File: src/rtl/pc_sequencer_if.sv
// Fetch-side bundle between the PC sequencer (master) and the hazard/branch logic plus IF stage (slave).
interface pc_sequencer_if #(
  parameter int PC_WIDTH = 6
);
  logic                stall;
  logic                branch_taken;
  logic [PC_WIDTH-1:0] branch_target;
  logic                jump;
  logic [PC_WIDTH-1:0] jump_target;
  logic                halt;
  logic [PC_WIDTH-1:0] PC;
  logic                IF_Flush;
  logic                fetch_valid;
  logic [7:0]          redirect_count;

  modport master (
    input  stall, branch_taken, branch_target, jump, jump_target, halt,
    output PC, IF_Flush, fetch_valid, redirect_count
  );

  modport slave (
    output stall, branch_taken, branch_target, jump, jump_target, halt,
    input  PC, IF_Flush, fetch_valid, redirect_count
  );
endinterface

File: src/rtl/pc_sequencer.sv
// Program counter sequencer: step, stall, branch/jump redirect with wrong-path squash, sticky halt.
// Optional build macro BRANCH_DELAY_SLOT_EN: the fetch at a redirect is a delay slot and is not squashed.
module pc_sequencer #(
  parameter int PC_WIDTH     = 6,
  parameter int RESET_PC     = 0,
  parameter int PC_STEP      = 4,
  parameter int FLUSH_CYCLES = 1
) (
  input  logic           clk,
  input  logic           reset,
  pc_sequencer_if.master io_fetch
);

  localparam int CNT_W = (FLUSH_CYCLES > 1) ? $clog2(FLUSH_CYCLES) : 1;

  typedef enum logic [1:0] {
    S_RUN    = 2'd0,
    S_FLUSH  = 2'd1,
    S_HALTED = 2'd2
  } state_e;

  state_e              r_state;
  logic [PC_WIDTH-1:0] r_pc;
  logic [CNT_W-1:0]    r_flush_cnt;
  logic [7:0]          r_redirect_count;

  state_e              w_state_nxt;
  logic [PC_WIDTH-1:0] w_pc_nxt;
  logic [CNT_W-1:0]    w_flush_cnt_nxt;
  logic [7:0]          w_redirect_count_nxt;

  logic                w_halted;
  logic                w_redirect;
  logic [PC_WIDTH-1:0] w_target_raw;
  logic [PC_WIDTH-1:0] w_target;
  logic                w_if_flush;

  assign w_halted     = (r_state == S_HALTED);
  assign w_redirect   = (io_fetch.branch_taken | io_fetch.jump) & ~w_halted;
  assign w_target_raw = io_fetch.branch_taken ? io_fetch.branch_target : io_fetch.jump_target;
  // Targets are word aligned regardless of what ID hands us.
  assign w_target     = {w_target_raw[PC_WIDTH-1:2], 2'b00};

  // NOTE: non-blocking assignments so every register samples pre-edge values, independent of statement order.
  always_ff @(posedge clk) begin
    if (reset) begin
      r_state          <= S_RUN;
      r_pc             <= PC_WIDTH'(RESET_PC);
      r_flush_cnt      <= '0;
      r_redirect_count <= '0;
    end else begin
      r_state          <= w_state_nxt;
      r_pc             <= w_pc_nxt;
      r_flush_cnt      <= w_flush_cnt_nxt;
      r_redirect_count <= w_redirect_count_nxt;
    end
  end

`ifndef BRANCH_DELAY_SLOT_EN
  localparam logic [CNT_W-1:0] FLUSH_LOAD = CNT_W'(FLUSH_CYCLES - 1);
`endif

  // NOTE: every signal gets a default first so no path through this block can infer a latch.
  always_comb begin
    w_state_nxt          = r_state;
    w_pc_nxt             = r_pc;
    w_flush_cnt_nxt      = (r_flush_cnt != '0) ? r_flush_cnt - 1'b1 : r_flush_cnt;
    w_redirect_count_nxt = r_redirect_count;

    if (w_halted) begin
      w_flush_cnt_nxt = r_flush_cnt;
    end else if (io_fetch.halt) begin
      w_state_nxt = S_HALTED;
    end else if (w_redirect) begin
      // Redirect overrides stall: a held wrong-path PC would refetch squashed code.
      w_pc_nxt = w_target;
      if (r_redirect_count != 8'hFF) begin
        w_redirect_count_nxt = r_redirect_count + 8'd1;
      end
`ifndef BRANCH_DELAY_SLOT_EN
      w_flush_cnt_nxt = FLUSH_LOAD;
      w_state_nxt     = (FLUSH_CYCLES > 1) ? S_FLUSH : S_RUN;
`endif
    end else begin
      if (!io_fetch.stall) begin
        w_pc_nxt = r_pc + PC_WIDTH'(PC_STEP);
      end
      if (r_state == S_FLUSH && w_flush_cnt_nxt == '0) begin
        w_state_nxt = S_RUN;
      end
    end
  end

`ifdef BRANCH_DELAY_SLOT_EN
  assign w_if_flush = reset | w_halted;
`else
  assign w_if_flush = reset | w_halted | w_redirect | (r_flush_cnt != '0);
`endif

  assign io_fetch.PC             = r_pc;
  assign io_fetch.IF_Flush       = w_if_flush;
  assign io_fetch.fetch_valid    = ~w_if_flush & ~io_fetch.stall & ~w_halted;
  assign io_fetch.redirect_count = r_redirect_count;

endmodule

File: src/flat_wrapper.sv
// flat-port wrapper written by rule: the top's interface ports become plain ports
module pc_sequencer_flat 
#(
  parameter int PC_WIDTH     = 6,
  parameter int RESET_PC     = 0,
  parameter int PC_STEP      = 4,
  parameter int FLUSH_CYCLES = 1
)
  (clk, reset, io_fetch_stall, io_fetch_branch_taken, io_fetch_branch_target, io_fetch_jump, io_fetch_jump_target, io_fetch_halt, io_fetch_PC, io_fetch_IF_Flush, io_fetch_fetch_valid, io_fetch_redirect_count);
  pc_sequencer_if #(.PC_WIDTH(PC_WIDTH)) io_fetch_i ();
  input  logic clk;
  input  logic reset;
  input wire logic [$bits(io_fetch_i.stall)-1:0] io_fetch_stall;
  input wire logic [$bits(io_fetch_i.branch_taken)-1:0] io_fetch_branch_taken;
  input wire logic [$bits(io_fetch_i.branch_target)-1:0] io_fetch_branch_target;
  input wire logic [$bits(io_fetch_i.jump)-1:0] io_fetch_jump;
  input wire logic [$bits(io_fetch_i.jump_target)-1:0] io_fetch_jump_target;
  input wire logic [$bits(io_fetch_i.halt)-1:0] io_fetch_halt;
  output wire logic [$bits(io_fetch_i.PC)-1:0] io_fetch_PC;
  output wire logic [$bits(io_fetch_i.IF_Flush)-1:0] io_fetch_IF_Flush;
  output wire logic [$bits(io_fetch_i.fetch_valid)-1:0] io_fetch_fetch_valid;
  output wire logic [$bits(io_fetch_i.redirect_count)-1:0] io_fetch_redirect_count;
  assign io_fetch_i.stall = io_fetch_stall;
  assign io_fetch_i.branch_taken = io_fetch_branch_taken;
  assign io_fetch_i.branch_target = io_fetch_branch_target;
  assign io_fetch_i.jump = io_fetch_jump;
  assign io_fetch_i.jump_target = io_fetch_jump_target;
  assign io_fetch_i.halt = io_fetch_halt;
  assign io_fetch_PC = io_fetch_i.PC;
  assign io_fetch_IF_Flush = io_fetch_i.IF_Flush;
  assign io_fetch_fetch_valid = io_fetch_i.fetch_valid;
  assign io_fetch_redirect_count = io_fetch_i.redirect_count;
  pc_sequencer #(.PC_WIDTH(PC_WIDTH), .RESET_PC(RESET_PC), .PC_STEP(PC_STEP), .FLUSH_CYCLES(FLUSH_CYCLES)) u_core (.clk(clk), .reset(reset), .io_fetch(io_fetch_i));
endmodule
File: config.mk
export PLATFORM = sky130hd
export DESIGN_NAME = pc_sequencer_flat
export DESIGN_NICKNAME = d
export VERILOG_FILES = /design/src/rtl/pc_sequencer_if.sv /design/src/rtl/pc_sequencer.sv /design/src/flat_wrapper.sv
export SDC_FILE = /design/constraint.sdc
export NUM_CORES = 1
export LEC_CHECK = 0
export CAP_MARGIN = 20
export CELL_PAD_IN_SITES_DETAIL_PLACEMENT = 2
export CELL_PAD_IN_SITES_GLOBAL_PLACEMENT = 2
export CORE_UTILIZATION = 24
export CTS_CLUSTER_SIZE = 28
export DETAILED_ROUTE_END_ITERATION = 6
export PLACE_DENSITY_LB_ADDON = 0.25
export SETUP_SLACK_MARGIN = 0.15
export SYNTH_ARGS = -nofsm -noshare
export SYNTH_HDL_FRONTEND = slang
export SYNTH_SLANG_ARGS = --single-unit
File: constraint.sdc
create_clock -name clk -period 3.97 [get_ports clk]
set_clock_uncertainty 0.15 [all_clocks]
set_input_delay 0.794 -clock clk [delete_from_list [all_inputs] [get_ports clk]]
set_output_delay 0.794 -clock clk [all_outputs]
set_load 0.005 [all_outputs]
==> metrics.md <==
| Metric | Value |
|---|---|
| Tot GR Track Use | 0.135 |
| Critical Path Max Stage Delay | 0.61 ns |
| Design area | 1110 sq um |
| Unrepaired setup endpoints after global routing | false |
| Worst path cell trace | clkdlybuf4s50_1 > nor2_2 > nand2_1 > nor2_1 > clkdlybuf4s50_1 |
| WL/cell | 13.2 um |
| Hold Buf Count CTS | 0 |
| Yosys top cell area share | 0.334 |
| Chip height | 59.0 um |
| EDFF count, synth | 0 |
| CTS tree | built |
| Hold Path Class | register to register |
| Count of cell types in the netlist | 34 |
| Drt initial violations | 4 |
| Port bufs | 27 |
| Number of remaining DRC errors | 0 |
| Synthesis-to-layout area growth | 42.7% |
| Worst setup SP type | input pin |
| Reg2reg setup slack | 2.02 ns |
| Synthesized instance count | 87 |
| Ys flop type | dfxtp_1 |
| Core area | 3080 sq um |
| Run status | finished clean |
| Final TNS setup | 0 ns |
| Ports | 34 |
| Highest clock rate | 0.304 GHz |
| Stages on worst setup path | 5 |
| # resized after CTS | 0 |
| Worst Path Required | 3.03 ns |
| Initial core utilization | 0.253 |
| Top delay family on crit path | buffers and inverters |
| Number of global-route vias before repair | 782 |
| Synth Register Bits | 13 |
| Power per cell area | 254 nW/um^2 |
| Fraction of layout cells with a size suffix above 1 | 0.113 |
| Final Hold Viols | 0 |
| Slowest stage cell on the critical path | clkdlybuf4s50_1 |
| NumNets Final | 136 |
| Peak VDD IR | 0.0826 mV |
| Final min period | 3.29 ns |
| Clock Latency Late Sink | 0.27 ns |
| Most common cell in the netlist | nor2_1 |
| Detailed Routing Iterations Pass 1 | 4 |
| Clock transition at the registers of the reported paths | 0.08 ns |
| CP startpoint | io_fetch_branch_taken |
| Final wirelength | 2100 um |
| FF-to-FF End | u_core.io_fetch.redirect_count[7] |
| Post-DP HPWL | 1710 um |
| Top cells by count, synth | 15 x nor2_1, 13 x dfxtp_1, 6 x nand3_1 |
| Initial antenna violation count | 0 |
| Die Wd | 59.0 um |
| Maxcap violations | 0 |
| Crit path to | io_fetch_fetch_valid |
| Antenna fix cells | 0 |
| Cell mode on critical path | clkdlybuf4s50_1 |
| FFs w/ async S/R, synth | 0 |
| H-Tree Level Count | 1 |
| Sink Count | 13 |
| Final Max Tran Viols | 0 |
| Largest net degree at the start of global routing | 18 |
| Via density | 4.61 |
| Setup bufs post-CTS | 0 |
| Final setup fails | 0 |
| Synth area leader | dfxtp_1 |
| LEAKAGE | 0.402 nW |
| Vias | 733 |
| Worst path bufs/invs | 2 |
| Sequential area share after synthesis | 0.334 |
| Setup crit end kind | primary output |
| TritonCTS buffer count | 3 |
| Worst R2R Start | u_core.io_fetch.redirect_count[0] |
| Root Driver | clkbuf_4 |
| Leading post-synthesis cells by cell area | dfxtp_1 33%, nor2_1 7.2%, mux2i_1 5.1%, mux2_1 4.3%, nand3_1 3.9% |
| First-pass GRT wire length | 3480 um |
| Syn_area_per_cell | 8.96 sq um |
| DP Area | 1090 sq um |
| Hold depth | 2 |
| Peak fanout along the critical path | 7 |
| Total number of yosys warnings | 0 |
| Period utilisation layout | 0.828 |
| Crit Path Category | input pin to primary output |
| Reg2reg path depth | 5 |
| CTS Buffer Depth | 2 |
| Final GP Congestion | 0.712 |
| Netlist Area Pre-Place | 779 sq um |
| Number of core rows | 20 |
| Antenna-violating nets left | 0 |
| Gr ovfl total | 0 |
| Die Footprint | 3480 sq um |
| CP Data Arrival Time | 2.34 ns |
==> tightest hold or removal path: stages, from the launching register on <==
cell and delay [ns]:
dfxtp_1 0.35, nand2_1 0.07, a21oi_1 0.06
==> worst min path at each step <==
| stage | start | to | slack, ns |
|---|---|---|---|
| 3_3_place_gp | u_core.io_fetch.PC[3] | u_core.io_fetch.PC[3] | 0.33 |
| 5_1_grt | u_core.io_fetch.PC[3] | u_core.io_fetch.PC[3] | 0.39 |
| 2_1_floorplan | u_core.io_fetch.PC[5] | u_core.io_fetch.PC[5] | 0.33 |
| 4_1_cts | u_core.io_fetch.PC[3] | u_core.io_fetch.PC[3] | 0.36 |
| 3_5_place_dp | u_core.io_fetch.PC[3] | u_core.io_fetch.PC[3] | 0.35 |
| 6_report | u_core.io_fetch.PC[3] | u_core.io_fetch.PC[3] | 0.37 |
==> sequential cells by signal, indices dropped and copies added, names as in the netlist <==
signal                          cells
u_core.io_fetch.PC                  4
u_core.io_fetch.redirect_count      8
u_core.r_state                      1
==> cell families after synthesis <==
group	synth area share
AOI/OAI and AO/OA	0.189
xor gates and xnor gates	0.0337
adders and majority gates	0.0321
buffers and inverters	0.0385
DFF	0.334
muxes	0.109
other	0.00481
and+or+nand+nor	0.258
==> metrics by stage <==
stage	total power [mW]	instances	hold WS [ns]	setup WS, ns	utilization
finish	0.283	159	0.369	0.683	0.361
global route	0.303	159	0.392	0.574	0.361
CTS	0.291	159	0.365	0.650	0.361
global placement	0.201	155	0.332	0.714	0.353
floorplan	0.173	88	0.330	1.51	-
detailed placement	0.203	155	0.352	0.661	0.353
==> report_power, final <==
group	internal, mW	switching, mW	leakage (nW)
Sequential	0.135	0.00570	0.106
Clock	0.0389	0.0450	0.0150
Combinational	0.0329	0.0250	0.282
Total	0.207	0.0756	0.402
==> cell usage in the layout (no fill, tap or decap), types with 2 or more instances in the layout <==
master	instances
ha_1	2
mux2_1	3
o21ai_0	4
mux2i_1	4
nor2b_1	3
nand2_1	4
nand3_1	6
xnor2_1	3
clkdlybuf4s50_1	27
clkbuf_4	3
nor2_1	15
conb_1	2
a21oi_1	4
dfxtp_1	13
==> final cells by class <==
type | count | area, sq um
Clock buffer | 4 | 26.3
Fill cell | 356 | 1970
Multi-Input combinational cell | 70 | 493
Sequential cell | 13 | 260
Tap cell | 44 | 55.1
Timing Repair Buffer | 28 | 278
==> routing by layer <==
layer  vias up  track usage  part of all wire
li1        362            -                 -
met1       345        0.170              0.47
met2        24        0.224              0.47
met3         2       0.0262             0.041
met4         0       0.0612             0.012
met5         -            0                 0
No activity file was read; power rests on OpenSTA's default activity.
